**config.mk**
```make
export PLATFORM = sky130hd
export DESIGN_NAME = mem_stage
export DESIGN_NICKNAME = d
export VERILOG_FILES = /design/src/rtl/mem_stage.sv
export SDC_FILE = /design/constraint.sdc
export NUM_CORES = 1
export LEC_CHECK = 0
export ABC_AREA = 1
export CORE_MARGIN = 10
export CORE_UTILIZATION = 48
export DETAILED_ROUTE_END_ITERATION = 16
export PLACE_DENSITY = 0.95
export SETUP_SLACK_MARGIN = 0.3
export SYNTH_ARGS = -nofsm -noshare
export SYNTH_HDL_FRONTEND = slang
export SYNTH_SLANG_ARGS = --single-unit
```
**constraint.sdc**
```tcl
create_clock -name clk -period 5.5 [get_ports clk]
set_input_delay 1.1 -clock clk [delete_from_list [all_inputs] [get_ports clk]]
set_output_delay 1.1 -clock clk [all_outputs]
set_load 0.02 [all_outputs]
```
**src/rtl/mem_stage.sv**
```systemverilog
// Memory-access pipeline stage: latches the EXE payload, waits for the data-RAM
// response when a request was issued, aligns/extends load data and hands it to WB.
`timescale 1ns/1ps

module mem_stage (
    input  logic        clk,
    input  logic        resetn,
    input  logic        exe_to_mem_valid,
    output logic        mem_allowin,
    input  logic [31:0] exe_pc,
    input  logic [31:0] exe_result,
    input  logic        exe_res_from_mem,
    input  logic [3:0]  exe_ld_op,
    input  logic        exe_req_sent,
    input  logic [5:0]  exe_rf_all,
    input  logic        data_sram_data_ok,
    input  logic [31:0] data_sram_rdata,
    input  logic        wb_allowin,
    output logic        mem_to_wb_valid,
    output logic [31:0] mem_pc,
    output logic [31:0] mem_final_result,
    output logic        mem_rf_we,
    output logic [4:0]  mem_rf_waddr,
    output logic [38:0] mem_fwd_all
);

    logic        mem_valid_r;
    logic        wait_resp_r;
    logic        buf_valid_r;
    logic [31:0] data_buf_r;
    logic [31:0] pc_r;
    logic [31:0] result_r;
    logic        res_from_mem_r;
    logic [3:0]  ld_op_r;
    logic        rf_we_r;
    logic [4:0]  rf_waddr_r;

    logic        mem_ready_go_s;
    logic        mem_leave_s;
    logic        exe_accept_s;
    logic        resp_capture_s;
    logic        mem_block_s;
    logic        mem_rf_we_s;
    logic [31:0] raw_data_s;
    logic [31:0] final_result_s;

    // ld_op is {ld_b, ld_h, ld_w, ld_ue}; ld_ue selects zero extension.
    function automatic logic [31:0] align_load(
        input logic [31:0] raw,
        input logic [1:0]  off,
        input logic [3:0]  ld_op
    );
        logic [7:0]  byte_v;
        logic [15:0] half_v;
        logic [31:0] res_v;
        case (off)
            2'd0:    byte_v = raw[7:0];
            2'd1:    byte_v = raw[15:8];
            2'd2:    byte_v = raw[23:16];
            2'd3:    byte_v = raw[31:24];
            default: byte_v = raw[7:0];
        endcase
        half_v = off[1] ? raw[31:16] : raw[15:0];
        if (ld_op[3]) begin
            res_v = ld_op[0] ? {24'h00_0000, byte_v} : {{24{byte_v[7]}}, byte_v};
        end else if (ld_op[2]) begin
            res_v = ld_op[0] ? {16'h0000, half_v} : {{16{half_v[15]}}, half_v};
        end else if (ld_op[1]) begin
            res_v = raw;
        end else begin
            res_v = raw;
        end
        return res_v;
    endfunction

    assign mem_ready_go_s = ~wait_resp_r | data_sram_data_ok | buf_valid_r;
    assign mem_allowin    = ~mem_valid_r | (mem_ready_go_s & wb_allowin);
    assign mem_leave_s    = mem_valid_r & mem_ready_go_s & wb_allowin;
    assign exe_accept_s   = exe_to_mem_valid & mem_allowin;
    // A response only needs buffering when the instruction cannot leave this cycle.
    assign resp_capture_s = mem_valid_r & wait_resp_r & ~buf_valid_r
                          & data_sram_data_ok & ~mem_leave_s;

    // Stage valid bit and response-tracking flags.
    always_ff @(posedge clk) begin
        if (!resetn) begin
            mem_valid_r <= 1'b0;
            wait_resp_r <= 1'b0;
            buf_valid_r <= 1'b0;
        end else if (exe_accept_s) begin
            mem_valid_r <= 1'b1;
            wait_resp_r <= exe_req_sent;
            buf_valid_r <= 1'b0;
        end else if (mem_allowin) begin
            mem_valid_r <= 1'b0;
            wait_resp_r <= 1'b0;
            buf_valid_r <= 1'b0;
        end else if (resp_capture_s) begin
            mem_valid_r <= mem_valid_r;
            wait_resp_r <= 1'b0;
            buf_valid_r <= 1'b1;
        end else begin
            mem_valid_r <= mem_valid_r;
            wait_resp_r <= wait_resp_r;
            buf_valid_r <= buf_valid_r;
        end
    end

    // Holds read data that arrived while WB was stalled.
    always_ff @(posedge clk) begin
        if (!resetn) begin
            data_buf_r <= 32'h0000_0000;
        end else if (resp_capture_s) begin
            data_buf_r <= data_sram_rdata;
        end else begin
            data_buf_r <= data_buf_r;
        end
    end

    // Instruction payload latched on transfer from EXE.
    always_ff @(posedge clk) begin
        if (!resetn) begin
            pc_r           <= 32'h0000_0000;
            result_r       <= 32'h0000_0000;
            res_from_mem_r <= 1'b0;
            ld_op_r        <= 4'b0000;
            rf_we_r        <= 1'b0;
            rf_waddr_r     <= 5'd0;
        end else if (exe_accept_s) begin
            pc_r           <= exe_pc;
            result_r       <= exe_result;
            res_from_mem_r <= exe_res_from_mem;
            ld_op_r        <= exe_ld_op;
            rf_we_r        <= exe_rf_all[5];
            rf_waddr_r     <= exe_rf_all[4:0];
        end else begin
            pc_r           <= pc_r;
            result_r       <= result_r;
            res_from_mem_r <= res_from_mem_r;
            ld_op_r        <= ld_op_r;
            rf_we_r        <= rf_we_r;
            rf_waddr_r     <= rf_waddr_r;
        end
    end

    // Result selection: buffered data wins once captured, otherwise the live bus.
    always_comb begin
        raw_data_s     = 32'h0000_0000;
        final_result_s = 32'h0000_0000;
        if (buf_valid_r) begin
            raw_data_s = data_buf_r;
        end else begin
            raw_data_s = data_sram_rdata;
        end
        if (res_from_mem_r) begin
            final_result_s = align_load(raw_data_s, result_r[1:0], ld_op_r);
        end else begin
            final_result_s = result_r;
        end
    end

    assign mem_block_s      = mem_valid_r & res_from_mem_r & ~mem_ready_go_s;
    assign mem_rf_we_s      = mem_valid_r & rf_we_r;

    assign mem_to_wb_valid  = mem_valid_r & mem_ready_go_s;
    assign mem_pc           = pc_r;
    assign mem_final_result = final_result_s;
    assign mem_rf_we        = mem_rf_we_s;
    assign mem_rf_waddr     = rf_waddr_r;
    assign mem_fwd_all      = {mem_block_s, mem_rf_we_s, rf_waddr_r, final_result_s};

endmodule

```
* Word level (Yosys, flattened, before mapping)
Index checks and enable logic that the tools add are counted.
Cells by class: equal/unequal tests 3, multiplexer cells 13, bitwise logic cells 20, reduce and logical (&&, ||, !) cells 4
Operator list (count):
- $mux W32 | 6
- $pmux W8 S4 | 1
- $mux W16 | 1
- $and A1 B1 Y1 | 11
- $not A1 Y1 | 6
- $mux W1 | 5
- $eq A2 B2 Y1 const B | 2
- $or A1 B1 Y1 | 3
- $reduce_bool A3 Y1 | 1
- $reduce_or A3 Y1 | 1
- $eq A2 B1 Y1 const B | 1
- $logic_not A2 Y1 | 1
- $reduce_bool A2 Y1 | 1
Storage, ports and cells: register bits after elaboration 110, input port bits 113, output and inout bits 111, logic and storage cells 50

* Logic depth before layout (Yosys ltp)
depth after elaboration 10, mapped depth 13, mapped depth without buffers 11

* Least setup slack after synthesis
OpenSTA, ideal clock, no wires.
path kind in2out, from in data_sram_rdata[7], to out mem_fwd_all[29], data arrival time 2.185 ns, required time 4.400 ns, path slack 2.215 ns, stages 11, buffers on the path 2, path through nand2_1 and2_1 nand2_1 nand2_1 inv_1 nand3_2 buf_2 nand2_1 nand2_1 nand2_1 buf_4
Between the ends: word-level cells in the longest chain between the ends 5
RTL lines:
- start: declaration | RTL line 17 | input logic [31:0] data_sram_rdata,
- $mux W32 | RTL line 150 | if (buf_valid_r) begin
- $pmux W8 S4 | RTL line 56 | case (off)
- $mux W32 | RTL line 65 | res_v = ld_op[0] ? {24'h00_0000, byte_v} : {{24{byte_v[7]}}, byte_v};
- $mux W32 | RTL line 64 | if (ld_op[3]) begin
- $mux W32 | RTL line 155 | if (res_from_mem_r) begin
- end: declaration | RTL line 24 | output logic [38:0] mem_fwd_all
Every way passes these cells.

* Worst setup path after layout
from in data_sram_rdata[7], to out mem_final_result[31]
Between the ends: word-level cells in the longest chain between the ends 5
RTL lines:
- $mux W32 | RTL line 150
- $pmux W8 S4 | RTL line 56
- $mux W32 | RTL line 65
- $mux W32 | RTL line 64
- $mux W32 | RTL line 155
- end: declaration | RTL line 21 | output logic [31:0] mem_final_result,
Every way passes these cells.

==> impl_metrics.yaml <==
timing:
  post-route-period-util_pct: 82.71
  max_freq_mhz: 219.8
  rsz0062_at_grt: "no"
  tightest_slew_ns: 0.9642
  maxSlewHeadroom_pct: 35.65
  fin_tns_setup_ns: 0
  setup_slack_ns: 0.9507
  min_period_ns: 4.549
  fin_worst_hold_slack_ns: 0.4488
  setup_violations: 0
  slew_violations: 0
  fin_skew_ns: 0.01178
  hold_viol: 0
final_layout:
  fillers: 1023
  register_area_sq_um: 2182
  mostFrequentLayoutCells: "nand2_1 (294), clkdlybuf4s50_1 (221), nor2_1 (152)"
  drive_above_1_share_pct: 3.042
  fin_nets: 1160
  design_area_sq_um: 7891
  syn2layout_area_growth_pct: 38.40
  final_common_cell: "nand2_1"
  multi_input_area_sq_um: 2844
  n_antenna_cell: 0
synth:
  ys_seq_area_share_pct: 38.27
  avgSynthCellArea_sq_um: 6.321
  yosys_warnings: 0
  syn-num-nets: 1015
  yosysUniqueCellTypes: 27
  netlist_instances: 902
  ys_ff_latch: 109
  syn_area_sq_um: 5702
detailed_routing:
  drtIter0Drc: 483
  post_drt_via_cell_ratio: 5.222
  ant_nets: 0
  wl_per_cell_um: 16.20
  vias: 6240
  route.detailed.drc: 0
  postRouteWirelength_um: 19360
  drt-pass1-iter-count: 5
cts:
  post_cts_buffers: 0
  cts_tree: "built"
  cts_sinks: 109
  cts_resized: 0
  cts_hold_buf: 0
  clk_pin_slew_ns: 0.07
  htreeDepth: 3
  cts_made_buffers: 9
  clock_tree.buffer_depth: 2
  root_buffer: "clkbuf_16"
  clock_latency_ns: 0.37
worst_setup_path:
  cp-start-kind: "input pin"
  startpoint: "data_sram_rdata[7]"
  cp-end-kind: "output pin"
  crit_required_ns: 4.40
  r2r_start: "buf_valid_r"
  crit_arrival_ns: 3.45
  crit_fanout: 24
  crit_type: "in -> out"
floorplanning:
  num_io_pins: 224
  initial_utilization_pct: 49.51
  core-area_sq_um: 11520
  die_x_um: 129.0
  die-area_sq_um: 16640
  die_h_um: 129.0
  rows: 39
place:
  dp_hpwl_um: 14640
  gp_congestion: 0.9899
  numPortBuffers: 222
  place_area_sq_um: 7599
  place_ws_ns: 0.9514
grt:
  grt_pass1_wl_um: 30270
  grt_antenna_before_repair: 0
  grt.total_usage_pct: 22.59
  grt_max_degree: 86
  grt.overflow.total: 0
  grt_pass1_vias: 6027
worst_hold_path:
  hp-class: "reg -> reg"
  min-delay-start: "data_buf_r[11]"
power:
  vdd_drop_max_v: 0.0002398
  pwr_density_cell_nw_per_um2: 271.2
  power_leakage_nw: 3.429
flow_run:
  max_cap_viol_count: 0
outcome:
  status: "completed"
==> registers in the layout, indices dropped and copies added, names as in the netlist <==
register        cells
res_from_mem_r      1
rf_we_r             1
data_buf_r         32
mem_pc             32
mem_valid_r         1
mem_rf_waddr        5
buf_valid_r         1
wait_resp_r         1
result_r           32
ld_op_r             3
==> cells in the mapped netlist, drive strengths merged <==
master,instances,share of area [%]
a211oi,1,0.13
a21oi,48,4.4
a31oi,1,0.11
and2,5,0.55
buf,67,7.8
clkbuf,27,1.8
clkinv,1,0.066
dfxtp,109,38
inv,34,2.2
nand2,296,20
nand3,40,3.7
nor2,153,10
nor3,1,0.088
o211ai,14,1.8
o21ai,103,9.0
o21bai,1,0.13
or2,1,0.11
==> logic make-up (layout without fill, tap and decap cells) <==
kind of cell	after synthesis	after routing	share of synthesized area [%]
and+or+nand+nor	496	496	34.21
AOI/OAI and AO/OA	168	168	15.67
buffers and inverters	129	279	11.85
DFF	109	109	38.27
==> worst max-delay path: stages <==
cell and delay, ns:
clkdlybuf4s50_1 0.49, nand2_1 0.06, and2_1 0.19, nand2_1 0.06
nand2_1 0.05, inv_1 0.09, nand3_2 0.34, nand2_1 0.20
nand2_1 0.08, nand2_1 0.12, clkdlybuf4s50_1 0.65
==> power by group <==
part           internal [mW]  switching (mW)  total (mW)
clock                  0.322           0.327       0.650
combinational          0.283           0.345       0.628
sequential             0.835          0.0278       0.862
total                   1.44           0.701        2.14
==> worst paths after layout <==
check / slack, ns / depth (start not counted) / to
setup / recovery: 0.95 / 11 / mem_final_result[31]
hold / removal: 0.45 / 2 / data_buf_r[11]
setup reg to reg: 2.39 / 9 / result_r[30]
hold reg to reg: 0.45 / 2 / data_buf_r[11]
==> metal layers <==
metal / up-vias / part of all wire, % / global-route usage (%)
li1: 3110 / - / -
met1: 2872 / 38 / 24.43
met2: 235 / 50 / 39.11
met3: 23 / 10 / 9.446
met4: 0 / 1.8 / 7.692
met5: - / 0 / 0
==> per-stage QoR <==
step / cells / power, mW / utilization [%]
final: 1195 / 2.140 / 68.52
after global routing: 1195 / 2.237 / 68.52
after CTS: 1195 / 2.148 / 68.52
after detailed placement: 1179 / 1.510 / 65.98
after global placement: 1179 / 1.498 / 65.98
after floorplan: 902 / 1.240 / -
==> area by class of cell <==
class / count / area share, %
multi-input combinational: 664 / 36.04
timing repair buffer: 228 / 28.67
sequential: 109 / 27.65
clock buffer: 10 / 2.902
tap: 143 / 2.267
inverter: 35 / 1.665
clock inverter: 6 / 0.8086
Note: power is estimated with default switching activity, not from simulation.
